--- src/rtl/resp_pack_pkg.sv ---
// Shared defaults, state encoding and line type for the response line packer.
package resp_pkg;
  localparam int RESP_WORD_W    = 32;
  localparam int RESP_NUM_SLOTS = 8;
  localparam int RESP_LINE_W    = RESP_WORD_W * RESP_NUM_SLOTS;

  typedef enum logic {
    FILL = 1'b0,
    FULL = 1'b1
  } state_e;

  typedef struct packed {
    logic [RESP_LINE_W-1:0]    data;
    logic [RESP_NUM_SLOTS-1:0] mask;
  } resp_line_t;
endpackage

--- src/rtl/resp_pack_if.sv ---
// Word-in / line-out handshake bundle for resp_pack.
interface resp_pack_if
  import resp_pkg::*;
#(
  parameter int WORD_W    = RESP_WORD_W,
  parameter int NUM_SLOTS = RESP_NUM_SLOTS,
  localparam int IDX_W    = $clog2(NUM_SLOTS)
);
  logic                        in_vld;
  logic                        in_rdy;
  logic [IDX_W-1:0]            in_idx;
  logic [WORD_W-1:0]           in_data;
  logic                        in_last;
  logic                        out_vld;
  logic                        out_rdy;
  logic [NUM_SLOTS*WORD_W-1:0] out_data;
  logic [NUM_SLOTS-1:0]        out_mask;
  logic                        dup_err;

  modport master (
    output in_vld, in_idx, in_data, in_last, out_rdy,
    input  in_rdy, out_vld, out_data, out_mask, dup_err
  );

  modport slave (
    input  in_vld, in_idx, in_data, in_last, out_rdy,
    output in_rdy, out_vld, out_data, out_mask, dup_err
  );
endinterface

--- src/rtl/resp_pack_slot_wr.sv ---
// Slot-index decode and merge of one word into the line; optional clear of the old line first.
module resp_slot_wr
  import resp_pkg::*;
#(
  parameter int WORD_W    = RESP_WORD_W,
  parameter int NUM_SLOTS = RESP_NUM_SLOTS,
  localparam int IDX_W    = $clog2(NUM_SLOTS)
) (
  input  logic [NUM_SLOTS-1:0][WORD_W-1:0] line_i,
  input  logic [NUM_SLOTS-1:0]             mask_i,
  input  logic                             clr_i,
  input  logic                             we_i,
  input  logic [IDX_W-1:0]                 idx_i,
  input  logic [WORD_W-1:0]                data_i,
  output logic [NUM_SLOTS-1:0][WORD_W-1:0] line_o,
  output logic [NUM_SLOTS-1:0]             mask_o,
  output logic                             hit_o
);
  // A cleared line has no filled slots, so a clear masks the duplicate check too.
  assign hit_o = we_i && !clr_i && mask_i[idx_i];

  for (genvar k = 0; k < NUM_SLOTS; k++) begin : g_slot
    logic sel;
    assign sel       = we_i && (idx_i == IDX_W'(k));
    assign line_o[k] = sel ? data_i : (clr_i ? '0 : line_i[k]);
    assign mask_o[k] = sel | (!clr_i & mask_i[k]);
  end
endmodule

--- src/rtl/resp_pack.sv ---
// Packs slot-addressed words into one wide line; emits on full mask or in_last.
module resp_pack
  import resp_pkg::*;
#(
  parameter int WORD_W    = RESP_WORD_W,
  parameter int NUM_SLOTS = RESP_NUM_SLOTS,
  localparam int IDX_W    = $clog2(NUM_SLOTS)
) (
  input logic        clk,
  input logic        rst,
  resp_pack_if.slave bus
);
  state_e                           state_q;
  logic [NUM_SLOTS-1:0][WORD_W-1:0] data_q, data_d;
  logic [NUM_SLOTS-1:0]             mask_q, mask_d;
  logic                             dup_q, hit;
  logic                             accept, drain;

  // in_rdy looks straight through to out_rdy so a draining line never costs a bubble.
  assign bus.in_rdy = (state_q == FILL) || bus.out_rdy;
  assign accept     = bus.in_vld && bus.in_rdy;
  assign drain      = (state_q == FULL) && bus.out_rdy;

  resp_slot_wr #(.WORD_W(WORD_W), .NUM_SLOTS(NUM_SLOTS)) u_slot_wr (
    .line_i (data_q),
    .mask_i (mask_q),
    .clr_i  (drain),
    .we_i   (accept),
    .idx_i  (bus.in_idx),
    .data_i (bus.in_data),
    .line_o (data_d),
    .mask_o (mask_d),
    .hit_o  (hit)
  );

  always_ff @(posedge clk) begin
    if (rst) begin
      state_q <= FILL;
      data_q  <= '0;
      mask_q  <= '0;
      dup_q   <= 1'b0;
    end else begin
      dup_q <= hit;
      // Accept in FULL only happens alongside a drain, so FULL otherwise holds.
      if (accept || drain) begin
        data_q  <= data_d;
        mask_q  <= mask_d;
        state_q <= (accept && ((&mask_d) || bus.in_last)) ? FULL : FILL;
      end
    end
  end

  assign bus.out_vld  = (state_q == FULL);
  assign bus.out_data = data_q;
  assign bus.out_mask = mask_q;
  assign bus.dup_err  = dup_q;
endmodule

--- src/flat_wrapper.sv ---
// flat-port wrapper written by rule: the top's interface ports become plain ports
module resp_pack_flat import resp_pkg::*;
#(
  parameter int WORD_W    = RESP_WORD_W,
  parameter int NUM_SLOTS = RESP_NUM_SLOTS,
  localparam int IDX_W    = $clog2(NUM_SLOTS)
)
  (clk, rst, bus_in_vld, bus_in_idx, bus_in_data, bus_in_last, bus_out_rdy, bus_in_rdy, bus_out_vld, bus_out_data, bus_out_mask, bus_dup_err);
  resp_pack_if #(.WORD_W(WORD_W), .NUM_SLOTS(NUM_SLOTS)) bus_i ();
  input logic clk;
  input logic rst;
  input wire logic [$bits(bus_i.in_vld)-1:0] bus_in_vld;
  input wire logic [$bits(bus_i.in_idx)-1:0] bus_in_idx;
  input wire logic [$bits(bus_i.in_data)-1:0] bus_in_data;
  input wire logic [$bits(bus_i.in_last)-1:0] bus_in_last;
  input wire logic [$bits(bus_i.out_rdy)-1:0] bus_out_rdy;
  output wire logic [$bits(bus_i.in_rdy)-1:0] bus_in_rdy;
  output wire logic [$bits(bus_i.out_vld)-1:0] bus_out_vld;
  output wire logic [$bits(bus_i.out_data)-1:0] bus_out_data;
  output wire logic [$bits(bus_i.out_mask)-1:0] bus_out_mask;
  output wire logic [$bits(bus_i.dup_err)-1:0] bus_dup_err;
  assign bus_i.in_vld = bus_in_vld;
  assign bus_i.in_idx = bus_in_idx;
  assign bus_i.in_data = bus_in_data;
  assign bus_i.in_last = bus_in_last;
  assign bus_i.out_rdy = bus_out_rdy;
  assign bus_in_rdy = bus_i.in_rdy;
  assign bus_out_vld = bus_i.out_vld;
  assign bus_out_data = bus_i.out_data;
  assign bus_out_mask = bus_i.out_mask;
  assign bus_dup_err = bus_i.dup_err;
  resp_pack #(.WORD_W(WORD_W), .NUM_SLOTS(NUM_SLOTS)) u_core (.clk(clk), .rst(rst), .bus(bus_i));
endmodule
--- config.mk ---
export PLATFORM = sky130hd
export DESIGN_NAME = resp_pack_flat
export DESIGN_NICKNAME = d
export VERILOG_FILES = /design/src/rtl/resp_pack_pkg.sv /design/src/rtl/resp_pack_if.sv /design/src/rtl/resp_pack_slot_wr.sv /design/src/rtl/resp_pack.sv /design/src/flat_wrapper.sv
export SDC_FILE = /design/constraint.sdc
export NUM_CORES = 1
export LEC_CHECK = 0
export CAP_MARGIN = 10
export CORE_AREA = 10 10 164 166
export CTS_BUF_LIST = sky130_fd_sc_hd__clkbuf_4 sky130_fd_sc_hd__clkbuf_8
export CTS_CLUSTER_DIAMETER = 40
export CTS_CLUSTER_SIZE = 20
export DETAILED_ROUTE_END_ITERATION = 7
export DIE_AREA = 0 0 174 176
export GPL_TIMING_DRIVEN = 0
export PLACE_DENSITY = 0.76
export SLEW_MARGIN = 40
export SYNTH_ARGS = -nofsm -noshare
export SYNTH_HDL_FRONTEND = slang
export SYNTH_SLANG_ARGS = --single-unit
--- constraint.sdc ---
create_clock -name clk -period 2 [get_ports clk]
set_input_delay 0.3 -clock clk [delete_from_list [all_inputs] [get_ports clk]]
set_output_delay 0.3 -clock clk [all_outputs]
set_load 0.02 [all_outputs]
======== Word-level counts from Yosys, hierarchy flattened ========
Cells that the tools add are included.
word-level totals
  input bits .............................. 40
  output and inout bits ................... 267
  logic and storage cells ................. 83
  register bits after elaboration ......... 266
operators by class
  equality and inequality tests ........... 7
  bitwise logic cells ..................... 17
  magnitude comparators ................... 1
  muxes and demuxes ....................... 12
  reduce and logical (&&, ||, !) cells .... 35
operators by type and width
  cell                  number
  $mux W32              9
  $reduce_and A2 Y1     8
  $reduce_bool A2 Y1    8
  $logic_and A1 B1 Y1   13
  $eq A3 B3 Y1 const B  4
  $and A1 B1 Y1         8
  $or A1 B1 Y1          8
  $reduce_and A8 Y1     1
  $eq A3 B2 Y1 const B  2
  $lt A3 B4 Y1 const B  1
  $bmux W1 S3           1
  $eq A3 B1 Y1 const B  1
  $logic_not A3 Y1      1
  $logic_or A1 B1 Y1    3
  $mux W1               2
  $logic_not A1 Y1      1
  $not A1 Y1            1

======== Depth between registers and ports, before layout ========
Gate-level depths: netlist of run 1.
  word-level depth ........................ 9
  mapped depth ............................ 8
  mapped depth without buffers ............ 5

======== By module ========
From an unflattened synthesis of run 1, not the netlist that was laid out.
unflattened totals
  cell total of the unflattened synthesis .. 2073
  area, all modules ....................... 13525.5 sq um
by module, submodules not included
  module        times used  cells each  area an instance (sq um)  sequential area each (sq um)
  resp_pack     1           1159        9267.6                    5325.1
  resp_slot_wr  1           914         4257.8                    0.0

======== Worst setup path before layout of run 1 ========
OpenSTA, ideal clock, no wires.
  path type ............................... register to register
  start point ............................. register u_core.state_q (netlist: u_core.bus.out_vld)
  end point ............................... register u_core.data_q, in the netlist u_core.bus.out_data[30]
  setup time .............................. 132 ps
  path buffers ............................ 3
  slack ................................... 328 ps
  clock period less this slack ............ 1672 ps
  cell stages (with the launch flop) ...... 8
  arrival time ............................ 1540 ps
  data required time ...................... 1868 ps
  path through ............................ dfxtp_1 nor2b_1 buf_6 or4_1 buf_2 buf_6 nand3_1 a21oi_1
on the way
  longest elaborated chain between the ends .. 6
  elaborated cells between the ends (all ways) .. 9
  classes of those cells .................. mux: 1; bitwise: 1; reduce/logical: 7
ends and longest elaborated chain
  what                                 line                     text
  start: declaration                   resp_pack.sv:13          state_e state_q;
  start signal: assignment             resp_pack.sv:48          state_q <= (accept && ((&mask_d) || bus.in_last)) ? FULL : FILL;
  $not A1 Y1                           resp_pack.sv:20          assign bus.in_rdy = (state_q == FILL) || bus.out_rdy;
  $logic_or A1 B1 Y1                   resp_pack.sv:20
  $logic_and A1 B1 Y1                  resp_pack.sv:21          assign accept = bus.in_vld && bus.in_rdy;
  $logic_and A1 B1 Y1                  resp_pack_slot_wr.sv:24  assign sel = we_i && (idx_i == IDX_W'(k));
  $reduce_bool A2 Y1 (no source line)  n/a
  $reduce_and A2 Y1 (no source line)   n/a
  end signal: assignment               resp_pack.sv:46          data_q <= data_d;
  end: declaration                     resp_pack.sv:14          logic [NUM_SLOTS-1:0][WORD_W-1:0] data_q, data_d;
Several ways; a longest one is shown, not always the timed one.
A chain may end at the register's enable or synchronous reset.

======== Worst setup path in the final report of run 1 ========
  start point ............................. register u_core.state_q (netlist: u_core.bus.out_vld)
  end point ............................... register u_core.data_q, in the netlist u_core.bus.out_data[215]
The elaborated chain is that of the path after synthesis.

==> metrics, run 1 <==
status=finished, final reports clean; Post-layout nets=1587; global-route met1 utilization=30.39%; total length of routed wires=41170 um; fraction of registers with async set or reset after synthesis=0%; diode count=0; DRC violations left=0; number of buffers on the longest clock path=3; number of placement rows=57; Finished Cell Area=0.01457 mm^2; worst clock skew on the final layout=0.01211 ns; Slowest Stage Delay on Critical Path=0.49 ns; remaining antenna violation count after routing=0; global-route wire length before repair=60790 um; sequential element share of the synthesized area=50.88%; dominant synthesized flop cell=sky130_fd_sc_hd__dfxtp_1; chip width=174 um; min Tclk post-route=1.980 ns; Max VDD drop=0.7634 mV; clock transition at the registers of the reported paths=0.08 ns; vias=10180; Clock Tree Root=sky130_fd_sc_hd__clkbuf_8; layer carrying the most global-route usage=met2; Distinct cells, synth=36; fillcell total=2119; latest clock arrival within the worst-skew pair=0.53 ns; met2 track demand over resource=41.75%; vias in the first global route=9931; die boundary height=176 um; Post-Syn Nets=1275; RSZ-0062 raised after global routing=true; critical-path maximum fanout=10; Worst slew margin=42.93%; leakage power summed over all cells=5.194 nW; yosys warns=0; routability congestion estimate=0.8930; Synth Register Bits=266; Post-CTS Setup Bufs=0; met3 usage in global routing=8.693%; Multi-input gate area=0.004474 mm^2; largest cells by area after synthesis=sky130_fd_sc_hd__dfxtp_1, sky130_fd_sc_hd__a21oi_1, sky130_fd_sc_hd__nand2_1; area post-placement=0.01360 mm^2; biggest area consumer among synthesized cells=sky130_fd_sc_hd__dfxtp_1; post-layout worst setup margin=0.02000 ns; Peak Freq=505.1 MHz; Post-synth EDFFs=0; critical path required time=2.45 ns; arrival time of data at the critical path endpoint=2.43 ns; pre-CTS worst setup slack=-0.6851 ns; area inside the core boundary=0.02382 mm^2; post-DR wirelength/cell=21.70 um; first-pass iteration count of the detailed router=7; Power Total=0.01183 W; number of buffers added on ports=273; TritonCTS clock tree=yes; max-cap violation count=0; Hold Vio Cnt, Final=0; global router's overall resource usage=25.43%; GRT overflow=0; Area Growth Syn to Fin=39.22%; CP endpoint kind=flop; pin count of the biggest net entering global routing=13; DR vias/cell=5.368; worst-path cell with the longest stage delay=sky130_fd_sc_hd__clkbuf_1; slew at the pin with the worst max-slew slack=0.8561 ns; Period Utilization, post-route=99.00%; CTS buffer count=38; DP Wirelength=30130 um; effective utilization at floorplan=43.93%; ratio of cells with drive above 1 in the final layout=9.091%; share of the synthesized area in the top cell type=50.88%; final count of negative-setup-slack endpoints=0; sort of element at the start of the critical path=flop; type of the setup path with the least slack=flop to flop; max-slew violation count=0; I/O Pins=307; cell repeated most along the worst path=sky130_fd_sc_hd__nand3_1; total power divided by cell area=811.7 mW/mm^2; Detailed Route Iter0 Violations=909; total clock sinks=266; Tightest Hold Check Type=input pin to flop; synthesized netlist cell count=1235; post-synthesis area per instance=8.474 um^2; Post-Synthesis Cell Area=0.01047 mm^2; Clock H-tree levels=2; cell-by-cell listing of the critical path=nor2b_1, buf_6, inv_4, nand3_1, clkbuf_1, nand3_1, a21oi_1; number of antenna violations at the first check in global routing=0; Worst Hold Margin=0.1575 ns; FF/Latch Area=0.005326 mm^2; DIE AREA=0.03062 mm^2
## metal layers
metal	wire length, um	part of all wire, %
met5	0	0
met4	1455	3.5
met3	4145	10
met1	16500	40
met2	19060	46
## power breakdown
part	total, W	internal, W	switching [W]
sequential	0.00547	0.00540	0.0000639
combinational	0.00109	0.000380	0.000710
clock	0.00527	0.00304	0.00223
## synth_stat cells, types with 3 or more instances
library cell and count:
sky130_fd_sc_hd__dfxtp_1 266, sky130_fd_sc_hd__nand2_1 202, sky130_fd_sc_hd__a21oi_1 200, sky130_fd_sc_hd__nand3_1 131, sky130_fd_sc_hd__clkbuf_1 94, sky130_fd_sc_hd__mux2i_1 65, sky130_fd_sc_hd__nand3b_1 64, sky130_fd_sc_hd__nor2_1 64
sky130_fd_sc_hd__and2_1 63, sky130_fd_sc_hd__buf_2 26, sky130_fd_sc_hd__buf_1 8, sky130_fd_sc_hd__buf_4 8, sky130_fd_sc_hd__buf_6 7, sky130_fd_sc_hd__and3_1 4, sky130_fd_sc_hd__and2_0 3, sky130_fd_sc_hd__inv_2 3
## area by class of cell
type | count | area share [%]
buffer | 142 | 4.672
clock buffer | 49 | 4.371
clock inverter | 17 | 1.984
inverter | 6 | 0.1718
multi-input combinational | 820 | 30.71
sequential | 266 | 36.56
tap | 324 | 2.783
timing repair buffer | 273 | 18.75
## worst max-delay path, delay by kind of cell, from the launching register on
family | cells | cell delay, ns
AND/OR/NAND/NOR | 3 | 0.61
flip-flops | 1 | 0.36
buffers and inverters | 3 | 0.73
AO/OA/AOI/OAI | 1 | 0.19
## timing repair
action / CTS / global route
resized for setup: 15 / 24
hold buffers: 0 / 0
cloned: 0 / 0
endpoints found under the setup margin: 151 / 194
## registers in the layout, summed over array words and instances, names as in the netlist
register / flops
u_core.bus.out_data: 256
u_core.bus.dup_err: 1
u_core.bus.out_vld: 1
u_core.bus.out_mask: 8
## per-stage QoR
stage	cells	util, %	TNS [ns]
after CTS	1898	61.07	-0.6900
final	1897	61.16	0
after global routing	1897	61.16	-0.7236
after global placement	1832	57.11	-111.03
after detailed placement	1832	57.11	-114.99
after floorplan	1235	-	0
## cells by family (layout without fill, tap and decap cells)
logic type	Yosys count	in the layout	share of synthesized area, %
buffers and inverters	149	487	6.468
muxes	67	67	6.647
and+or+nand+nor	545	545	25.79
AOI/OAI and AO/OA	208	208	10.21
DFF	266	266	50.88
## cell usage in the layout, fill, tap and decap left out, types with 63 or more instances in the layout
cell	n
sky130_fd_sc_hd__a21oi_1	200
sky130_fd_sc_hd__and2_1	63
sky130_fd_sc_hd__clkbuf_1	75
sky130_fd_sc_hd__clkdlybuf4s50_1	272
sky130_fd_sc_hd__dfxtp_1	265
sky130_fd_sc_hd__mux2i_1	65
sky130_fd_sc_hd__nand2_1	201
sky130_fd_sc_hd__nand3_1	131
sky130_fd_sc_hd__nand3b_1	64
sky130_fd_sc_hd__nor2_1	64
## final timing paths
kind | from | end | cells after the start | slack, ns
worst max-delay path | u_core.bus.out_vld | u_core.bus.out_data[215] | 7 | 0.02
worst min-delay path | bus_in_data[31] | u_core.bus.out_data[159] | 3 | 0.16
worst max register to register | u_core.bus.out_vld | u_core.bus.out_data[215] | 7 | 0.02
worst min register to register | u_core.bus.out_data[143] | u_core.bus.out_data[143] | 2 | 0.46
No activity file was read; power rests on OpenSTA's default activity.
==> inputs of run 2 (changes only) <==
==> constraint.sdc (replaced) <==
create_clock -name clk -period 2 [get_ports clk]
set_input_delay 0.4 -clock clk [delete_from_list [all_inputs] [get_ports clk]]
set_output_delay 0.4 -clock clk [all_outputs]
set_load 0.02 [all_outputs]
==> metrics, run 2 (synthesized netlist as in run 1, its figures left out) <==
sort of element at the start of the critical path=flop; max-slew violation count=0 (unchanged); Detail Route met2 WL=19020 um (-0.24%); pre-CTS worst setup slack=-0.7851 ns (-0.1000 ns); max-cap violation count=0 (unchanged); CP endpoint kind=primary output; slew at the pin with the worst max-slew slack=0.8577 ns (+0.001650 ns); effective utilization at floorplan=43.93% (unchanged); CP top delay family=buffers and inverters; Detailed Route Iter0 Violations=872 (-4.1%); ratio of cells with drive above 1 in the final layout=9.415% (+0.32 points); area inside the core boundary=0.02382 mm^2 (unchanged); RSZ-0062 raised after global routing=false; post-layout worst setup margin=0.03717 ns (+0.01716 ns); die boundary height=176 um (unchanged); total length of routed wires=41150 um (about the same); Tightest Hold Check Type=input pin to flop; number of buffers added on ports=273 (unchanged); total power divided by cell area=811.1 mW/mm^2 (about the same); met3 routed wirelength=3981 um (-4.0%); vias in the first global route=9920 (-0.11%); global-route wire length before repair=60790 um (unchanged); fillcell total=2112 (-0.33%); latest clock arrival within the worst-skew pair=0.53 ns (about the same); Period Utilization, post-route=98.14% (-0.86 points); Worst slew margin=42.82% (-0.11 points); Area Growth Syn to Fin=39.47%; Clock Tree Root=sky130_fd_sc_hd__clkbuf_8; Max VDD drop=0.7610 mV (-0.31%); Post-layout nets=1586 (-0.063%); Hold Vio Cnt, Final=0 (unchanged); commonest cells after routing, fill and taps aside=sky130_fd_sc_hd__dfxtp_1, sky130_fd_sc_hd__clkdlybuf4s50_1, sky130_fd_sc_hd__nand2_1; critical path required time=1.60 ns (-0.85 ns); min Tclk post-route=1.963 ns (-0.01716 ns); Clock H-tree levels=2 (unchanged); arrival time of data at the critical path endpoint=1.56 ns (-0.87 ns); remaining antenna violation count after routing=0 (unchanged); final count of negative-setup-slack endpoints=0 (unchanged); Met1 Routed Length=16690 um (+1.1%); Critical path buffers and inverters=1 (-2); pin count of the biggest net entering global routing=17 (+4); type of the setup path with the least slack=flop to primary output; DIE AREA=0.03062 mm^2 (unchanged); Peak Freq=509.5 MHz (+0.87%); total clock sinks=266 (unchanged); number of placement rows=57 (unchanged); TritonCTS clock tree=yes; Worst Hold Margin=0.2532 ns (+0.09570 ns); DRC violations left=0 (unchanged); status=finished, final reports clean; critical-path maximum fanout=4 (-6); leakage power summed over all cells=5.374 nW (+3.5%); first-pass iteration count of the detailed router=5 (-2); routability congestion estimate=0.8930 (unchanged); worst-path cell with the longest stage delay=sky130_fd_sc_hd__clkdlybuf4s50_1; diode count=0 (unchanged); global router's overall resource usage=25.43% (about the same); number of buffers on the longest clock path=3 (unchanged); chip width=174 um (unchanged); GRT overflow=0 (unchanged); cell-by-cell listing of the critical path=clkdlybuf4s50_1; CTS buffer count=38 (unchanged); worst clock skew on the final layout=0.01350 ns (+0.001397 ns); post-DR wirelength/cell=21.70 um (about the same); DR vias/cell=5.364 (about the same); number of antenna violations at the first check in global routing=0 (unchanged); Power Total=0.01184 W (+0.10%); DR top layer=met4; clock transition at the registers of the reported paths=0.08 ns (about the same); Slowest Stage Delay on Critical Path=0.63 ns (+0.14 ns); vias=10170 (-0.13%); I/O Pins=307 (unchanged); flip-flop count of the largest register, all copies and words added=256 (unchanged); most common cell after layout, fill and taps aside=sky130_fd_sc_hd__dfxtp_1; DP Wirelength=30130 um (unchanged)
[run 2: cell count changes in the layout (fill, tap and decap cells not counted), moves of 3 or more]
cell / before / now
sky130_fd_sc_hd__buf_2: 31 / 28
sky130_fd_sc_hd__clkbuf_1: 75 / 72
sky130_fd_sc_hd__clkbuf_2: 18 / 21
sky130_fd_sc_hd__clkbuf_4: 7 / 10
sky130_fd_sc_hd__clkdlybuf4s50_1: 272 / 258
sky130_fd_sc_hd__dlygate4sd2_1: 1 / 6
sky130_fd_sc_hd__dlymetal6s2s_1: 0 / 8
[run 2: through the flow]
step / util [%] / cells / setup TNS, ns / area (um^2)
after floorplan: - / 1235 / 0 / 10470
after global placement: 57.11 / 1832 / -137.72 / 13600
after detailed placement: 57.11 / 1832 / -141.69 / 13600
after CTS: 61.06 / 1897 / 0 / 14550
after global routing: 61.27 / 1896 / 0 / 14600
final: 61.27 / 1896 / 0 / 14600
[run 2: layout make-up]
class,instances,area (um^2),area share (%)
sequential,266,5326,36.49
buffer,141,690.7,4.732
tap,324,405.4,2.778
multi-input combinational,820,4482,30.71
clock buffer,49,636.9,4.363
clock inverter,17,289.0,1.980
inverter,6,25.02,0.1715
timing repair buffer,273,2740,18.77
[run 2: what timing repair did]
action | CTS | global route
hold buffers | 0 | 0
resized for setup | 28 | 33
buffers inserted | 0 | 0
endpoints found under the setup margin | 157 | 169
[run 2: routing by layer]
metal | vias up | global-route usage (%)
met2 | 472 | 41.74
met5 | - | 0
met1 | 4876 | 30.39
met3 | 79 | 8.736
li1 | 4743 | -
met4 | 0 | 9.405
[run 2: report_power, final]
part / switching, W / leakage, nW / total (W) / internal [W]
Combinational: 0.000710 / 2.76 / 0.00109 / 0.000379
Sequential: 0.0000638 / 2.15 / 0.00547 / 0.00540
Clock: 0.00224 / 0.462 / 0.00528 / 0.00304
Total: 0.00302 / 5.37 / 0.0118 / 0.00882
[run 2: worst paths after layout]
kind,startpoint,endpoint,slack (ns),cells after the start
setup / recovery,u_core.bus.out_mask[4],bus_out_mask[4],0.04,1
hold / removal,bus_in_data[31],u_core.bus.out_data[159],0.25,3
setup reg to reg,u_core.bus.out_vld,u_core.bus.out_data[118],0.15,7
hold reg to reg,u_core.bus.out_data[143],u_core.bus.out_data[143],0.47,2
